### src/rtl/spi_dac_pkg.sv
// Shared definitions for the dual-channel SPI DAC driver: state encoding,
// frame geometry and the frame-building helper.
package spi_dac_pkg;

    localparam int unsigned FRAME_BITS = 16;
    localparam int unsigned DATA_W     = 12;
    localparam int unsigned MODE_W     = 2;
    localparam int unsigned BIT_CNT_W  = 5;
    localparam int unsigned DIV_W      = 8;

    typedef enum logic [1:0] {
        IDLE  = 2'd0,
        SHIFT = 2'd1,
        QUIET = 2'd2
    } state_t;

    // Serial word sent to each DAC: two pad bits, mode bits, then the code.
    function automatic logic [FRAME_BITS-1:0] build_frame(
        input logic [MODE_W-1:0] mode,
        input logic [DATA_W-1:0] data
    );
        return {2'b00, mode, data};
    endfunction

endpackage

### src/rtl/spi_dac_sclk_gen.sv
// SCLK generator: idles high, toggles every CLK_DIV cycles while enabled and
// flags the cycle before each rise/fall with one-cycle strobes.
module sclk_gen
    import spi_dac_pkg::*;
#(
    parameter int unsigned CLK_DIV = 4
) (
    input  logic clk,
    input  logic reset,
    input  logic en,
    output logic sclk,
    output logic rise_c,
    output logic fall_c
);

    logic [DIV_W-1:0] div_cnt;
    logic             terminal_c;

    assign terminal_c = en && (div_cnt == DIV_W'(CLK_DIV - 1));
    assign fall_c     = terminal_c && sclk;
    assign rise_c     = terminal_c && !sclk;

    always_ff @(posedge clk) begin
        if (reset || !en) begin
            div_cnt <= '0;
            sclk    <= 1'b1;
        end else if (terminal_c) begin
            div_cnt <= '0;
            sclk    <= ~sclk;
        end else begin
            div_cnt <= div_cnt + DIV_W'(1);
        end
    end

endmodule

### src/rtl/spi_dac.sv
// Dual-channel SPI DAC driver: shifts two 16-bit frames out in parallel under a
// shared SYNC_N, then enforces a quiet gap before the next frame.
module spi_dac
    import spi_dac_pkg::*;
#(
    parameter int unsigned CLK_DIV   = 4,
    parameter int unsigned QUIET_CYC = 8
) (
    input  logic              clk,
    input  logic              reset,
    input  logic              start,
    input  logic [DATA_W-1:0] dac1_din,
    input  logic [DATA_W-1:0] dac2_din,
    input  logic [MODE_W-1:0] mode,
    output logic              sync_n,
    output logic              sclk,
    output logic              dout1,
    output logic              dout2,
    output logic              ready,
    output logic              done
);

    state_t                state, state_d;
    logic [BIT_CNT_W-1:0]  bit_cnt, bit_cnt_d;
    logic [DIV_W-1:0]      quiet_cnt, quiet_cnt_d;
    logic [FRAME_BITS-1:0] sh1, sh1_d, sh2, sh2_d;
    logic                  sync_n_d, ready_d, done_d;
    logic                  sclk_en, sclk_rise, sclk_fall;

    assign sclk_en = (state == SHIFT);

    sclk_gen #(
        .CLK_DIV (CLK_DIV)
    ) u_sclk_gen (
        .clk    (clk),
        .reset  (reset),
        .en     (sclk_en),
        .sclk   (sclk),
        .rise_c (sclk_rise),
        .fall_c (sclk_fall)
    );

    // Zero-filled shifting leaves the registers clear once the frame is out,
    // so the data lines read 0 outside SHIFT without extra muxing.
    assign dout1 = sh1[FRAME_BITS-1];
    assign dout2 = sh2[FRAME_BITS-1];

    always_comb begin
        state_d     = state;
        bit_cnt_d   = bit_cnt;
        quiet_cnt_d = quiet_cnt;
        sh1_d       = sh1;
        sh2_d       = sh2;
        sync_n_d    = sync_n;
        ready_d     = 1'b0;
        done_d      = 1'b0;

        unique case (state)
            IDLE: begin
                ready_d  = 1'b1;
                sync_n_d = 1'b1;
                if (start) begin
                    state_d   = SHIFT;
                    sh1_d     = build_frame(mode, dac1_din);
                    sh2_d     = build_frame(mode, dac2_din);
                    bit_cnt_d = '0;
                    sync_n_d  = 1'b0;
                    ready_d   = 1'b0;
                end
            end
            SHIFT: begin
                // Count falls; the rise after the last fall closes the frame.
                if (sclk_fall) begin
                    bit_cnt_d = bit_cnt + BIT_CNT_W'(1);
                end
                if (sclk_rise) begin
                    sh1_d = {sh1[FRAME_BITS-2:0], 1'b0};
                    sh2_d = {sh2[FRAME_BITS-2:0], 1'b0};
                    if (bit_cnt == BIT_CNT_W'(FRAME_BITS)) begin
                        state_d     = QUIET;
                        sync_n_d    = 1'b1;
                        done_d      = 1'b1;
                        bit_cnt_d   = '0;
                        quiet_cnt_d = '0;
                    end
                end
            end
            QUIET: begin
                sync_n_d = 1'b1;
                if (quiet_cnt == DIV_W'(QUIET_CYC - 1)) begin
                    state_d = IDLE;
                    ready_d = 1'b1;
                end else begin
                    quiet_cnt_d = quiet_cnt + DIV_W'(1);
                end
            end
            default: begin
                state_d  = IDLE;
                sync_n_d = 1'b1;
            end
        endcase
    end

    always_ff @(posedge clk) begin
        if (reset) begin
            state     <= IDLE;
            bit_cnt   <= '0;
            quiet_cnt <= '0;
            sh1       <= '0;
            sh2       <= '0;
            sync_n    <= 1'b1;
            ready     <= 1'b1;
            done      <= 1'b0;
        end else begin
            state     <= state_d;
            bit_cnt   <= bit_cnt_d;
            quiet_cnt <= quiet_cnt_d;
            sh1       <= sh1_d;
            sh2       <= sh2_d;
            sync_n    <= sync_n_d;
            ready     <= ready_d;
            done      <= done_d;
        end
    end

endmodule

### config.mk
export PLATFORM = sky130hd
export DESIGN_NAME = spi_dac
export DESIGN_NICKNAME = d
export VERILOG_FILES = /design/src/rtl/spi_dac_pkg.sv /design/src/rtl/spi_dac_sclk_gen.sv /design/src/rtl/spi_dac.sv
export SDC_FILE = /design/constraint.sdc
export NUM_CORES = 1
export LEC_CHECK = 0
export CAP_MARGIN = 5
export CORE_MARGIN = 10
export CORE_UTILIZATION = 48
export CTS_CLUSTER_DIAMETER = 50
export DETAILED_ROUTE_END_ITERATION = 10
export DONT_BUFFER_PORTS = 1
export GPL_ROUTABILITY_DRIVEN = 0
export PLACE_DENSITY = 0.63
export SETUP_SLACK_MARGIN = 0.05
export SLEW_MARGIN = 20
export SYNTH_ARGS = -nofsm -noshare
export SYNTH_HDL_FRONTEND = slang
export SYNTH_SLANG_ARGS = --single-unit
### constraint.sdc
create_clock -name clk -period 1.9 [get_ports clk]
set_input_delay 0.475 -clock clk [delete_from_list [all_inputs] [get_ports clk]]
set_output_delay 0.475 -clock clk [all_outputs]
set_load 0.005 [all_outputs]
==> results of run 1 <==
[cell families (layout without fill, tap and decap cells)]
kind of cell	count (synthesis)	after routing	share of synthesized area, %
AO/OA/AOI/OAI	50	50	13.7
buffers and inverters	19	33	3.75
multiplexers	24	24	9.28
XOR/XNOR	13	13	4.38
AND/OR/NAND/NOR	109	109	21.6
flip-flops	59	59	45.4
adder cells (fa/ha/maj)	4	4	1.92
[Yosys cell counts (all sizes together)]
cell,number
inv,4
clkbuf,3
xnor2,4
nor2,48
nor4bb,1
nor3b,2
mux2,1
and2,4
ha,4
o41ai,1
a21oi,10
mux2i,23
nand2b,2
a211oi,27
or3,4
nand4,6
or4,1
a32oi,1
dfxtp,59
nor2b,3
nor4b,1
buf,12
and3,4
o21ai,4
nor3,7
a31o,2
and4b,1
xor2,9
a41o,1
nand3,11
o32ai,1
nor4,1
nand2,13
a22oi,2
a31oi,1
[sequential cells by signal, summed over array words and instances (netlist names)]
| signal | count |
|---|---|
| bit_cnt | 5 |
| done | 1 |
| quiet_cnt | 8 |
| ready | 1 |
| sh1 | 16 |
| sh2 | 16 |
| state | 2 |
| sync_n | 1 |
| u_sclk_gen.div_cnt | 8 |
| u_sclk_gen.sclk | 1 |
[final cells by class]
class                           count  area (sq um)
Clock buffer                       10           128
Clock inverter                      6          90.1
Fill cell                         477          2210
Inverter                            4          15.0
Multi-Input combinational cell    200          1340
Sequential cell                    59          1180
Tap cell                           70          87.6
Timing Repair Buffer               13           123
[power by group]
group / switching (mW) / internal (mW)
combinational: 0.121 / 0.110
sequential: 0.0318 / 1.30
clock: 0.488 / 0.740
[critical path: cells and delay by family, from the launching register on]
family	cells	cell delay, ps
AO/OA/AOI/OAI	1	140
AND/OR/NAND/NOR	3	730
flip-flops	1	370
buffers and inverters	1	170
adder cells (fa/ha/maj)	1	230
[timing repair]
action / in CTS / in global routing
hold endpoints to repair: 0 / 0
buffers inserted: 0 / 1
gates resized for setup: 0 / 3
setup endpoints to repair: 0 / 27
[layer usage]
metal	track usage, %	vias up	routed length [um]	part of all wire (%)
li1	-	1020	-	-
met1	15.1	849	2360	47
met2	18.3	39	2240	45
met3	7.35	5	375	7.4
met4	4.18	0	59	1.2
met5	0	-	0	0
[final timing paths]
| path | from | to | slack (ps) | cells after the start |
|---|---|---|---|---|
| worst max register to register | u_sclk_gen.div_cnt[0] | bit_cnt[4] | 190 | 6 |
| worst min-delay path | reset | sh2[2] | 200 | 1 |
| worst max-delay path | u_sclk_gen.div_cnt[0] | bit_cnt[4] | 190 | 6 |
| worst min register to register | sh2[13] | sh2[14] | 450 | 2 |
==> flow_summary.ini, run 1 <==
[global_route]
grt_max_degree = 49
grt_util_all_layers_pct = 12.6
grt.overflow.total = 0
grt_pass1_wl_um = 8720
antenna_found_initial = 0
grt_pass1_vias = 1809

[layout]
fin_cells = 362
drive_above_1_share_pct = 12.3
stdcell_area_sq_um = 2960
syn2layout_area_growth_pct = 13.8
layout_common_cells = dfxtp_1, nor2_1, a211oi_1
fin_nets = 320
mostFrequentLayoutCell = dfxtp_1
antenna_cells = 0
fin_util_pct = 57.2

[sta]
whs_ps = 204
drv_slew = 0
setup_viol = 0
hold_viol = 0
fin_skew_ps = 8.85
maxSlewHeadroom_pct = 64.9
rsz0062_at_grt = false
fin_crit_sh_pct = 89.9
fmax_ghz = 0.586
fin_crit_ps = 1710
setup_slack_ps = 193
worst_pin_slew_ps = 521
setup_tns_ps = 0

[synthesis]
yosysUniqueCellTypes = 40
ys_warn_count = 0
netlist_instances = 278
syn_nets = 311
yosys.area.top_type_share_pct = 45.4
synth_top_area_cell = dfxtp_1
avgSynthCellArea_sq_um = 9.36
ys_seq_area_share_pct = 45.4
synth_area_leaders = dfxtp_1, mux2i_1, a211oi_1
synth-seq-cells = 59
netlist_area_sq_um = 2600

[clock_tree]
worstSkewPairLatency_ps = 340
clock-sinks = 59
cts_tree = built
cts_hold_buf = 0
clk_pin_slew_worst_paths_ps = 70
htreeDepth = 3
cts_buffers = 9
root_buffer = clkbuf_8
clockBufferDepth = 2

[floorplan]
start_util_pct = 50.3
die_w_um = 93.6
std_cell_rows = 26
die_y_um = 93.6
dieArea_sq_um = 8760
ios = 35
core_sq_um = 5170

[critical_path]
path_cells = ha_1 > nor3b_1 > buf_4 > nand4_4 > or3_1 > a21oi_1
path_class = flip-flop to flip-flop
slowest_delay_ps = 370
worstPathArrival_ps = 1980
cp.required_ps = 2170
cp_slowest_cell = dfxtp_1
start_kind = flip-flop
crit_fanout = 8
critPathCaptureType = flip-flop

[routing]
wl_per_cell_um = 13.9
viasPerCell = 5.28
drtAntennaViolNets = 0
vias = 1913
wl_um = 5040
drtIter0Drc = 98
first_pass_iters = 4
drc = 0

[place]
place_ws_ps = 120
dp.cells = 345
place_area_sq_um = 2720
io_buffer_count = 0
dp_hpwl_um = 3470

[worst_hold_path]
hold_class = input port to flip-flop

[outcome]
outcome = complete, no violations

[run]
max-cap-violations = 0

[power]
finalPower_mw = 2.79
peakVddDrop_v = 0.000661
power.density_nw_per_um2 = 942
leakagePower_nw = 1.18
Power figures use the tool's default switching activity.
==> run 2, diff against run 1 <==
ABC_AREA = 1   (was default)
==> run 2 against run 1 <==
  * Synthesized cell count up 45%
  * Highest routed layer unchanged
  * Largest power group unchanged
  * Final cell count increased by 33%
  * Power down 3.1%
  * Via count up 26%
  * Clock-buffer cell count is 3 higher
==> flow_summary.ini, run 2 <==
[synthesis]
yosys.area.top_type_share_pct = 43.4
yosys_most_used_dff = dfxtp_1
synth_top_area_cell = dfxtp_1
synth.most_common_cell = nand2_1
synth_edf_count = 0
avgSynthCellArea_sq_um = 6.76
synth-seq-cells = 59
synth_area_leaders = dfxtp_1, nand2_1, nor2_1
syn_nets = 435
ys_warn_count = 0
yosysUniqueCellTypes = 29
synth_commonest_cells = nand2_1, nor2_1, dfxtp_1
netlist_instances = 402
async_flop_share_pct = 0
ys_seq_area_share_pct = 43.4
netlist_area_sq_um = 2720

[sta]
drv_slew = 0
fmax_ghz = 0.632
fin_crit_ps = 1580
rsz0062_at_grt = false
hold_viol = 0
setup_slack_ps = 318
setup_viol = 0
whs_ps = 210
worst_pin_slew_ps = 499
maxSlewHeadroom_pct = 66.4
setup_tns_ps = 0
fin_crit_sh_pct = 83.3
fin_skew_ps = 7.76

[clock_tree]
clockBufferDepth = 2
cts_hold_buf = 0
cts_tree = built
clock-sinks = 59
htreeDepth = 3
worstSkewPairLatency_ps = 330
cts_buffers = 9
clk_pin_slew_worst_paths_ps = 60
root_buffer = clkbuf_8

[routing]
first_pass_iters = 4
wl_um = 5900
drtIter0Drc = 120
drtAntennaViolNets = 0
vias = 2412
drc = 0
wl_per_cell_um = 12.3
viasPerCell = 5.03

[layout]
drive_above_1_share_pct = 7.35
mostFrequentLayoutCell = nand2_1
antenna_cells = 0
fillers = 560
fin_cells = 480
fin_nets = 437
top_regs = sh1 x16, sh2 x16
fin_util_pct = 54.0
stdcell_area_sq_um = 2970
layout_common_cells = nand2_1, nor2_1, dfxtp_1
syn2layout_area_growth_pct = 9.39

[power]
finalPower_mw = 2.70
peakVddDrop_v = 0.000535
leakagePower_nw = 1.30
power.density_nw_per_um2 = 908

[outcome]
outcome = complete, no violations

[critical_path]
path_cells = ha_1 > nand2_1 > nor2_4 > nand3_2 > nand2_2 > buf_6 > o21ai_0 > nor2_1
r2r_start = u_sclk_gen.div_cnt[0]
reg2reg_depth = 8
cp_slowest_cell = dfxtp_1
r2r-end = sh2[9]
cp-startpoint = u_sclk_gen.div_cnt[0]
critPathCaptureType = flip-flop
cp.required_ps = 2160
start_kind = flip-flop
worstPathArrival_ps = 1840
ff2ff_setup_slack_ps = 320
crit_end = sh2[9]
slowest_delay_ps = 350
crit_fanout = 29
path_class = flip-flop to flip-flop

[global_route]
grt_util_all_layers_pct = 13.6
grt.overflow.total = 0
grt_max_degree = 30
grt_pass1_wl_um = 9980
antenna_found_initial = 0
grt_pass1_vias = 2242

[floorplan]
dieArea_sq_um = 9070
std_cell_rows = 27
ios = 35
core_sq_um = 5510
start_util_pct = 49.4
die_w_um = 95.3
die_y_um = 95.3

[place]
place_area_sq_um = 2770
place_ws_ps = 170
io_buffer_count = 0
dp.cells = 465
dp_hpwl_um = 4130

[worst_hold_path]
worst_hold_startpoint = reset
hold_class = input port to flip-flop

[run]
max-cap-violations = 0
==> run 2: cell count changes in the layout (fill, tap and decap cells not counted), moves of 6 or more <==
| cell | before | now |
|---|---|---|
| a211oi_1 | 27 | 0 |
| buf_4 | 11 | 5 |
| a21oi_1 | 10 | 17 |
| nor2_1 | 48 | 76 |
| mux2i_1 | 23 | 0 |
| nand2_1 | 13 | 113 |
| nand3_1 | 10 | 27 |
| o21ai_0 | 3 | 33 |
| xor2_1 | 9 | 2 |
| inv_1 | 4 | 27 |
==> run 2: worst min-delay path by stage <==
stage                             to  slack, ps  cells past startpoint
2_1_floorplan  u_sclk_gen.div_cnt[0]        420                      1
3_3_place_gp   u_sclk_gen.div_cnt[0]        430                      1
3_5_place_dp   u_sclk_gen.div_cnt[0]        450                      1
4_1_cts                 quiet_cnt[6]        200                      1
6_report                quiet_cnt[4]        210                      1
5_1_grt                 quiet_cnt[5]        190                      1
==> run 2: metal layers <==
metal	GRT usage (%)	vias to the layer above	share of wire (%)
met5	0	-	0
met4	4.74	0	1.4
met3	5.42	7	5.5
met2	21.6	35	46
met1	16.3	1083	47
li1	-	1287	-
==> run 2: report_power, final <==
| group | total, mW | leakage (nW) | internal, mW | switching, mW |
|---|---|---|---|---|
| Clock | 1.12 | 0.0995 | 0.669 | 0.454 |
| Sequential | 1.34 | 0.483 | 1.30 | 0.0319 |
| Combinational | 0.243 | 0.721 | 0.0792 | 0.164 |
==> run 2: final cells by class <==
class / count / area (sq um) / area share, %
tap: 72 / 90.1 / 3.03
sequential: 59 / 1180 / 39.7
timing repair buffer: 6 / 48.8 / 1.64
multi-input combinational: 299 / 1350 / 45.4
clock buffer: 13 / 159 / 5.34
clock inverter: 2 / 35.0 / 1.18
inverter: 29 / 111 / 3.74
==> run 2: cell families after synthesis <==
family                     after synthesis  share of synthesized area, %
DFF                                     59                          43.4
and+or+nand+nor                        235                          35.9
adders and majority gates                4                          1.84
AOI/OAI and AO/OA                       57                          10.9
xor gates and xnor gates                 3                         0.967
buffers and inverters                   44                          6.95
==> run 2: critical path: cells and delay by family (launching register included) <==
kind | cells | cell delay (ps)
compound gates | 1 | 100
fa+ha+maj | 1 | 230
buf+inv | 1 | 230
flops | 1 | 350
simple gates | 5 | 610
==> run 2: what timing repair did <==
action                     in CTS  in global routing
gates resized for setup         0                  3
setup endpoints to repair       0                 11
buffers inserted                0                  0
==> run 3, diff against run 2 <==
clock period = 1.6 ns   (was 1.9 ns; I/O delays follow)
==> run 3 against run 2 <==
  * Via count is 0.41% higher
  * Sequential share of layout area decreased by 1.2 points
  * Global-route usage increased by 0.41 points
  * Critical endpoint is now bit_cnt[1]
  * Largest cell class unchanged
==> flow_summary.ini, run 3 (same netlist as run 2, synthesis figures left out) <==
[critical_path]
path_class = flip-flop to flip-flop
cp-startpoint = u_sclk_gen.div_cnt[0]
ff2ff_setup_slack_ps = 160
critPathCaptureType = flip-flop
crit_fanout = 5
path_cells = ha_1 > nand2_1 > nor2_4 > nand4_1 > nand2_1 > nand2_1 > nand2_2 > nor2_1
worstPathArrival_ps = 1660
cp.required_ps = 1820
cp_top_family = simple AND/OR/NAND/NOR gates
start_kind = flip-flop
reg2reg_depth = 8
crit_top_cell = nand2_1
r2r_start = u_sclk_gen.div_cnt[0]
path_buf_inv = 0
r2r-end = bit_cnt[1]
slowest_delay_ps = 330
cp_slowest_cell = dfxtp_2

[layout]
mostFrequentLayoutCell = nand2_1
seqCellArea_sq_um = 1190
fillers = 557
antenna_cells = 0
multi_input_area_sq_um = 1370
syn2layout_area_growth_pct = 13.3
top_regs = sh1 x16, sh2 x16
layout_common_cells = nand2_1, nor2_1, dfxtp_1
stdcell_area_sq_um = 3080
drive_above_1_share_pct = 11.1
fin_nets = 444

[floorplan]
core_sq_um = 5510
die_y_um = 95.3
ios = 35
start_util_pct = 49.4
die_w_um = 95.3
std_cell_rows = 27
dieArea_sq_um = 9070

[sta]
worst_pin_slew_ps = 474
maxSlewHeadroom_pct = 68.1
setup_tns_ps = 0
fin_skew_ps = 5.85
setup_viol = 0
fin_crit_sh_pct = 89.9
rsz0062_at_grt = false
fmax_ghz = 0.695
hold_viol = 0
drv_slew = 0
fin_crit_ps = 1440
whs_ps = 125

[global_route]
grt_pass1_wl_um = 10200
grt_util_all_layers_pct = 14.0
grt.overflow.total = 0
grt_pass1_vias = 2320
grt_max_degree = 30
antenna_found_initial = 0

[clock_tree]
clock-sinks = 59
htreeDepth = 3
clockBufferDepth = 2
cts_buffers = 9
worstSkewPairLatency_ps = 330
clk_pin_slew_worst_paths_ps = 60
root_buffer = clkbuf_8
cts_tree = built

[power]
peakVddDrop_v = 0.000580
leakagePower_nw = 1.36
power.density_nw_per_um2 = 1060
finalPower_mw = 3.25

[worst_hold_path]
worst_hold_startpoint = reset
hold_path_end = quiet_cnt[5]
hold_class = input port to flip-flop
min_path_cells = 1

[routing]
wl_per_cell_um = 12.4
viasPerCell = 4.97
vias = 2422
drtAntennaViolNets = 0
drtIter0Drc = 61
wl_um = 6020
drc = 0
first_pass_iters = 4

[outcome]
outcome = complete, no violations

[place]
dp_hpwl_um = 4210
place_area_sq_um = 2830
io_buffer_count = 0

[run]
max-cap-violations = 0
-- run 3: cell count changes in the layout (fill, tap and decap cells not counted) --
cell	previous run	this run
inv_2	1	2
nand3_4	0	1
nand3_2	1	0
dfxtp_1	59	55
nor2_2	1	3
nand2_4	0	1
dfxtp_2	0	4
nor2_1	76	74
nand2_1	113	111
buf_4	5	10
nand2_2	1	2
buf_12	0	2
inv_1	27	26
-- run 3: power breakdown --
part,switching [mW],internal (mW),total (mW)
combinational,0.197,0.110,0.307
sequential,0.0380,1.55,1.59
clock,0.562,0.795,1.36
total,0.798,2.45,3.25
-- run 3: through the flow --
step	std cells	setup WS (ps)	util (%)
after floorplan	402	149	-
after CTS	486	58.7	54.9
after global placement	471	81.1	51.4
after detailed placement	471	81.5	51.4
after global routing	487	42.2	55.9
final	487	161	55.9
-- run 3: per-layer routing --
metal / global-route usage [%] / routed length [um]
met1: 16.7 / 2800
met2: 23.0 / 2890
met3: 3.46 / 214
met4: 7.11 / 113
met5: 0 / 0
-- run 3: worst max path at each step --
stage / endpoint / slack, ps / cells after the start
after global placement: sh1[7] / 80 / 8
after floorplan: bit_cnt[1] / 150 / 9
after CTS: sh1[7] / 60 / 8
final: bit_cnt[1] / 160 / 8
after global routing: bit_cnt[1] / 40 / 9
after detailed placement: sh1[7] / 80 / 8
-- run 3: cell type report --
class | count | share of cell area (%)
inverters | 29 | 3.62
flip-flops and latches | 59 | 38.5
clock buffers | 13 | 5.16
clock inverters | 2 | 1.14
repair buffers | 13 | 4.10
multi-input cells | 299 | 44.5
well taps | 72 | 2.93
-- run 3: worst register-to-register path, stage by stage, from the launching register on --
cell	delay, ps
dfxtp_2	330
ha_1	160
nand2_1	80
nor2_4	150
nand4_1	230
nand2_1	160
nand2_1	70
nand2_2	90
nor2_1	50
-- run 3: repair_timing --
item | 4_1_cts | 5_1_grt
setup endpoints to repair | 0 | 45
hold buffers | 0 | 0
gates resized for setup | 0 | 16
setup buffers | 0 | 1
